File: src/rtl/apb_pkg.sv
// Shared types and default widths for the APB requester used by the FIR
// control/coefficient bus.
package apb_pkg;

  localparam int APB_ADDR_W      = 32;
  localparam int APB_DATA_W      = 32;
  localparam int APB_TIMEOUT_DEF = 16;

  typedef enum logic [1:0] {
    IDLE,
    SETUP,
    ACCESS
  } apb_state_t;

endpackage

File: src/rtl/apb_wait_timer.sv
// Saturating wait-state counter for the ACCESS phase; flags the last wait
// cycle allowed before the transfer is abandoned.
module apb_wait_timer #(
  parameter int LIMIT = 16
) (
  input  logic clk,
  input  logic rst,
  input  logic clear,
  input  logic enable,
  output logic last_wait
);

  // A LIMIT of zero disables the timeout; keep a 1-bit counter so the
  // vector never collapses to zero width.
  localparam int CW = (LIMIT > 0) ? $clog2(LIMIT + 1) : 1;
  localparam logic [CW-1:0] LAST = (LIMIT > 0) ? CW'(LIMIT - 1) : '0;

  logic [CW-1:0] count;

  // NOTE: sequential state uses non-blocking assignments so every register
  // samples the pre-edge value of its sources, independent of block order.
  always_ff @(posedge clk) begin
    if (rst || clear) begin
      count <= '0;
    end else if (enable && (count != '1)) begin
      count <= count + CW'(1);
    end
  end

  // High while the current ACCESS cycle is the LIMIT-th one; a PREADY=0
  // sample at its closing edge reaches the limit.
  assign last_wait = (LIMIT > 0) && (count == LAST);

endmodule

File: src/rtl/apb_master.sv
// APB requester: turns single-beat local commands into SETUP/ACCESS
// transfers, bounds PREADY waits, and reports data/error on a response port.
module apb_master
  import apb_pkg::*;
#(
  parameter int ADDR_W  = APB_ADDR_W,
  parameter int DATA_W  = APB_DATA_W,
  parameter int TIMEOUT = APB_TIMEOUT_DEF
) (
  input  logic              PCLK,
  input  logic              PRESET,
  input  logic              cmd_valid,
  output logic              cmd_ready,
  input  logic              cmd_write,
  input  logic [ADDR_W-1:0] cmd_addr,
  input  logic [DATA_W-1:0] cmd_wdata,
  output logic              rsp_valid,
  output logic [DATA_W-1:0] rsp_rdata,
  output logic              rsp_err,
  output logic              rsp_timeout,
  output logic [ADDR_W-1:0] PADDR,
  output logic              PSELx,
  output logic              PENABLE,
  output logic              PWRITE,
  output logic [DATA_W-1:0] PWDATA,
  input  logic              PREADY,
  input  logic [DATA_W-1:0] PRDATA,
  input  logic              PSLVERR
);

  apb_state_t        state, state_next;
  logic              cmd_ready_next, rsp_valid_next, rsp_err_next, rsp_timeout_next;
  logic              psel_next, penable_next, pwrite_next;
  logic [ADDR_W-1:0] paddr_next;
  logic [DATA_W-1:0] pwdata_next, rsp_rdata_next;
  logic              timer_clear, timer_en, last_wait;

  apb_wait_timer #(
    .LIMIT (TIMEOUT)
  ) u_wait_timer (
    .clk       (PCLK),
    .rst       (PRESET),
    .clear     (timer_clear),
    .enable    (timer_en),
    .last_wait (last_wait)
  );

  // All outputs are registers; the comb block computes their next values.
  always_ff @(posedge PCLK) begin
    if (PRESET) begin
      state       <= IDLE;
      cmd_ready   <= 1'b1;
      rsp_valid   <= 1'b0;
      rsp_rdata   <= '0;
      rsp_err     <= 1'b0;
      rsp_timeout <= 1'b0;
      PADDR       <= '0;
      PSELx       <= 1'b0;
      PENABLE     <= 1'b0;
      PWRITE      <= 1'b0;
      PWDATA      <= '0;
    end else begin
      state       <= state_next;
      cmd_ready   <= cmd_ready_next;
      rsp_valid   <= rsp_valid_next;
      rsp_rdata   <= rsp_rdata_next;
      rsp_err     <= rsp_err_next;
      rsp_timeout <= rsp_timeout_next;
      PADDR       <= paddr_next;
      PSELx       <= psel_next;
      PENABLE     <= penable_next;
      PWRITE      <= pwrite_next;
      PWDATA      <= pwdata_next;
    end
  end

  always_comb begin
    // NOTE: every signal gets a default before the case so no path leaves
    // one unassigned, which would otherwise infer a latch.
    state_next       = state;
    cmd_ready_next   = 1'b0;
    rsp_valid_next   = 1'b0;
    rsp_rdata_next   = rsp_rdata;
    rsp_err_next     = rsp_err;
    rsp_timeout_next = rsp_timeout;
    paddr_next       = PADDR;
    pwrite_next      = PWRITE;
    pwdata_next      = PWDATA;
    psel_next        = 1'b0;
    penable_next     = 1'b0;
    timer_clear      = 1'b0;
    timer_en         = 1'b0;

    unique case (state)
      IDLE: begin
        if (cmd_valid && cmd_ready) begin
          paddr_next  = cmd_addr;
          pwrite_next = cmd_write;
          pwdata_next = cmd_wdata;
          psel_next   = 1'b1;
          timer_clear = 1'b1;
          state_next  = SETUP;
        end else begin
          cmd_ready_next = 1'b1;
        end
      end

      SETUP: begin
        psel_next    = 1'b1;
        penable_next = 1'b1;
        state_next   = ACCESS;
      end

      ACCESS: begin
        timer_en = !PREADY;
        // A completer that answers on the last allowed cycle still wins.
        if (PREADY) begin
          rsp_rdata_next   = PWRITE ? '0 : PRDATA;
          rsp_err_next     = PSLVERR;
          rsp_timeout_next = 1'b0;
          rsp_valid_next   = 1'b1;
          cmd_ready_next   = 1'b1;
          state_next       = IDLE;
        end else if (last_wait) begin
          rsp_rdata_next   = '0;
          rsp_err_next     = 1'b1;
          rsp_timeout_next = 1'b1;
          rsp_valid_next   = 1'b1;
          cmd_ready_next   = 1'b1;
          state_next       = IDLE;
        end else begin
          psel_next    = 1'b1;
          penable_next = 1'b1;
        end
      end

      default: begin
        cmd_ready_next = 1'b1;
        state_next     = IDLE;
      end
    endcase
  end

endmodule

File: config.mk
export PLATFORM = sky130hd
export DESIGN_NAME = apb_master
export DESIGN_NICKNAME = d
export VERILOG_FILES = /design/src/rtl/apb_pkg.sv /design/src/rtl/apb_wait_timer.sv /design/src/rtl/apb_master.sv
export SDC_FILE = /design/constraint.sdc
export NUM_CORES = 1
export LEC_CHECK = 0
export CORE_UTILIZATION = 39
export CTS_CLUSTER_DIAMETER = 120
export DETAILED_ROUTE_END_ITERATION = 7
export PLACE_DENSITY = 0.77
export SETUP_SLACK_MARGIN = 0.15
export SKIP_CTS_REPAIR_TIMING = 1
export SLEW_MARGIN = 20
export SYNTH_ARGS = -nofsm -noshare
export SYNTH_HDL_FRONTEND = slang
export SYNTH_SLANG_ARGS = --single-unit
File: constraint.sdc
create_clock -name PCLK -period 2.2 [get_ports PCLK]
set_input_delay 0.44 -clock PCLK [delete_from_list [all_inputs] [get_ports PCLK]]
set_output_delay 0.44 -clock PCLK [all_outputs]
set_load 0.05 [all_outputs]
==> load_flow_metrics.sql <==
INSERT INTO impl_metrics (metric_group, metric, value, unit) VALUES
('yosys', 'synth-edff-count', '0', ''),
('placement', 'port_buffers', '204', ''),
('clocking', 'clock_edge_transition_at_the_registers_on_the_reported_setup_and_hold_paths', '0.10', 'ns'),
('job', 'cap_viol_max_count', '0', ''),
('worst_setup_path', 'start_kind', 'flop', ''),
('placement', 'dp.cells', '739', ''),
('sta', 'rsz0062_at_grt', 'false', ''),
('yosys', 'synth_cell_type_count', '29', ''),
('clocking', 'clock_tree.buffer_depth', '2', ''),
('yosys', 'synth_top_area_cell', 'dfxtp_1', ''),
('placement', 'placed_area', '6050', 'µm²'),
('worst_setup_path', 'critical_path_startpoint', 'rsp_rdata[16]', ''),
('yosys', 'synth_warnings', '0', ''),
('detailed_routing', 'via_count', '3655', ''),
('yosys', 'synth.ff_latch_count', '110', ''),
('clocking', 'clk-insertion-delay-late', '0.37', 'ns'),
('layout', 'total_inserted_antenna_cells', '0', ''),
('worst_setup_path', 'critPathKind', 'flop to primary output', ''),
('global_routing', 'grt_pass1_wl', '16300', 'µm'),
('detailed_routing', 'drt_iter0_markers', '129', ''),
('clocking', 'cts_tree', 'yes', ''),
('clocking', 'num_cts_buffers', '9', ''),
('detailed_routing', 'met3_length', '666', 'µm'),
('sta', 'min_period_over_period', '90.5', '%'),
('worst_setup_path', 'worst_path_arrival', '1.55', 'ns'),
('power', 'cell_internal_pwr', '3.76', 'mW'),
('detailed_routing', 'route.detailed.drc', '0', ''),
('layout', 'final_layout_size_suffix_gt1_share', '6.22', '%'),
('detailed_routing', 'postRouteAntennaNets', '0', ''),
('yosys', 'ys_async_sr_fraction', '0', '%'),
('die', 'fp.coreArea', '9370', 'µm²'),
('sta', 'worst-slew-pin-transition', '0.550', 'ns'),
('sta', 'fin_ws', '0.210', 'ns'),
('die', 'placementRows', '35', ''),
('worst_setup_path', 'crit_path_end_kind', 'primary output', ''),
('die', 'die_outline_area', '10200', 'µm²'),
('detailed_routing', 'detail_route.vias_per_cell', '4.83', ''),
('power', 'power_switching', '2.56', 'mW'),
('run_status', 'run_status', 'finished clean', ''),
('sta', 'setup_total_negative_slack', '0', 'ns'),
('sta', 'final-hold-violation-count', '0', ''),
('worst_setup_path', 'critical_path_buf_inv_count', '1', ''),
('worst_hold_path', 'hold_path_class', 'flop to flop', ''),
('worst_setup_path', 'path_max_fanout', '2', ''),
('detailed_routing', 'wl_per_cell', '14.3', 'µm'),
('die', 'fp.dieH', '101', 'µm'),
('worst_setup_path', 'cpLargestDelayFamily', 'buffers and inverters', ''),
('placement', 'gpl.final_weighted_congestion', '0.836', ''),
('layout', 'final_area', '6280', 'µm²'),
('worst_setup_path', 'worst-path-stages', '1', ''),
('layout', 'area.growth.synth_to_final', '64.2', '%'),
('worst_hold_path', 'hold_start', 'PADDR[30]', ''),
('sta', 'clock_skew', '0.0143', 'ns'),
('detailed_routing', 'drt_pass1_iterations', '4', ''),
('yosys', 'top_cells_by_area_in_the_synthesized_netlist', 'dfxtp_1, nand2_1, a21oi_1, a22o_1, ha_1', ''),
('worst_setup_path', 'critPathSlowestCell', 'clkdlybuf4s50_1', ''),
('worst_setup_path', 'timing.rr.start', 'u_wait_timer.count[0]', ''),
('detailed_routing', 'routed_wl', '10800', 'µm'),
('power', 'power.share.sequential', '38.5', '%'),
('yosys', 'synthesis.area', '3830', 'µm²'),
('global_routing', 'grt_remaining_overflow', '0', ''),
('detailed_routing', 'maxUsedRoutingLayer', 'met4', ''),
('global_routing', 'grt_antenna_before_repair', '0', ''),
('power', 'comb_power_share', '42.3', '%'),
('layout', 'final_layout_net_count', '733', ''),
('yosys', 'yosys.area.top_type_share', '57.6', '%'),
('worst_setup_path', 'timing.critical_path.to', 'rsp_rdata[16]', ''),
('clocking', 'cts.sinks', '110', ''),
('global_routing', 'grtUsageTotal', '20.6', '%'),
('worst_setup_path', 'worst_path_largest_cell_delay', '0.83', 'ns'),
('worst_setup_path', 'path_cells', 'clkdlybuf4s50_1', '');
## layer usage
metal,vias to the layer above,GRT usage (%)
met5,-,0
met3,23,3.88
met1,1676,23.8
met4,0,11.0
li1,1814,-
met2,142,35.9
## worst min-delay path by stage
stage                                  endpoint  slack [ns]
after floorplan           u_wait_timer.count[1]        0.45
after global placement                PADDR[22]        0.44
after detailed placement              PADDR[30]        0.45
after CTS                             PADDR[30]        0.46
after global routing                 PWDATA[24]        0.47
final                                 PADDR[30]        0.46
## cell usage in the layout, fill, tap and decap left out, drive strengths merged, types with 2 or more instances in the layout
master	instances
o21ai	2
a22o	32
inv	5
dlymetal6s2s	2
ha	9
nor3b	2
a21oi	69
clkbuf	12
mux2i	2
nand2	134
nand3	2
and3	2
clkdlybuf4s50	201
buf	15
dfxtp	110
clkinv	2
nor2	7
nand2b	5
a211oi	3
xnor2	2
## flip-flops by register name (all words and copies together), names as in the netlist
signal,flops
PWRITE,1
PENABLE,1
PWDATA,32
rsp_timeout,1
state,2
PSELx,1
PADDR,32
u_wait_timer.count,5
cmd_ready,1
rsp_rdata,32
rsp_valid,1
rsp_err,1
## cells by family after synthesis
kind of cell,after synthesis,synth area share (%)
buffers and inverters,32,3.63
adder cells (fa/ha/maj),9,2.94
multiplexers,2,0.523
flip-flops,110,57.6
XOR/XNOR,2,0.458
AO/OA/AOI/OAI,109,17.9
AND/OR/NAND/NOR,157,17.0
## cell type report
cell class	count	area (µm²)
clock inverters	4	37.5
flip-flops and latches	110	2200
fillers	804	3090
repair buffers	218	2180
multi-input cells	280	1520
inverters	3	11.3
well taps	129	161
clock buffers	12	165
## power by group through the flow
stage | clock network, mW | registers (mW) | logic (mW)
CTS | 1.24 | 2.44 | 2.69
finish | 1.21 | 2.44 | 2.68
floorplan | 0 | 3.42 | 0.744
global placement | 0 | 2.47 | 2.64
global route | 1.33 | 2.48 | 2.86
detailed placement | 0 | 2.49 | 2.68
## tightest hold or removal path, stage by stage, from the launching register on
cell	delay, ns
dfxtp_1	0.32
nand2_1	0.05
a21oi_1	0.05
Power figures use the tool's default switching activity.
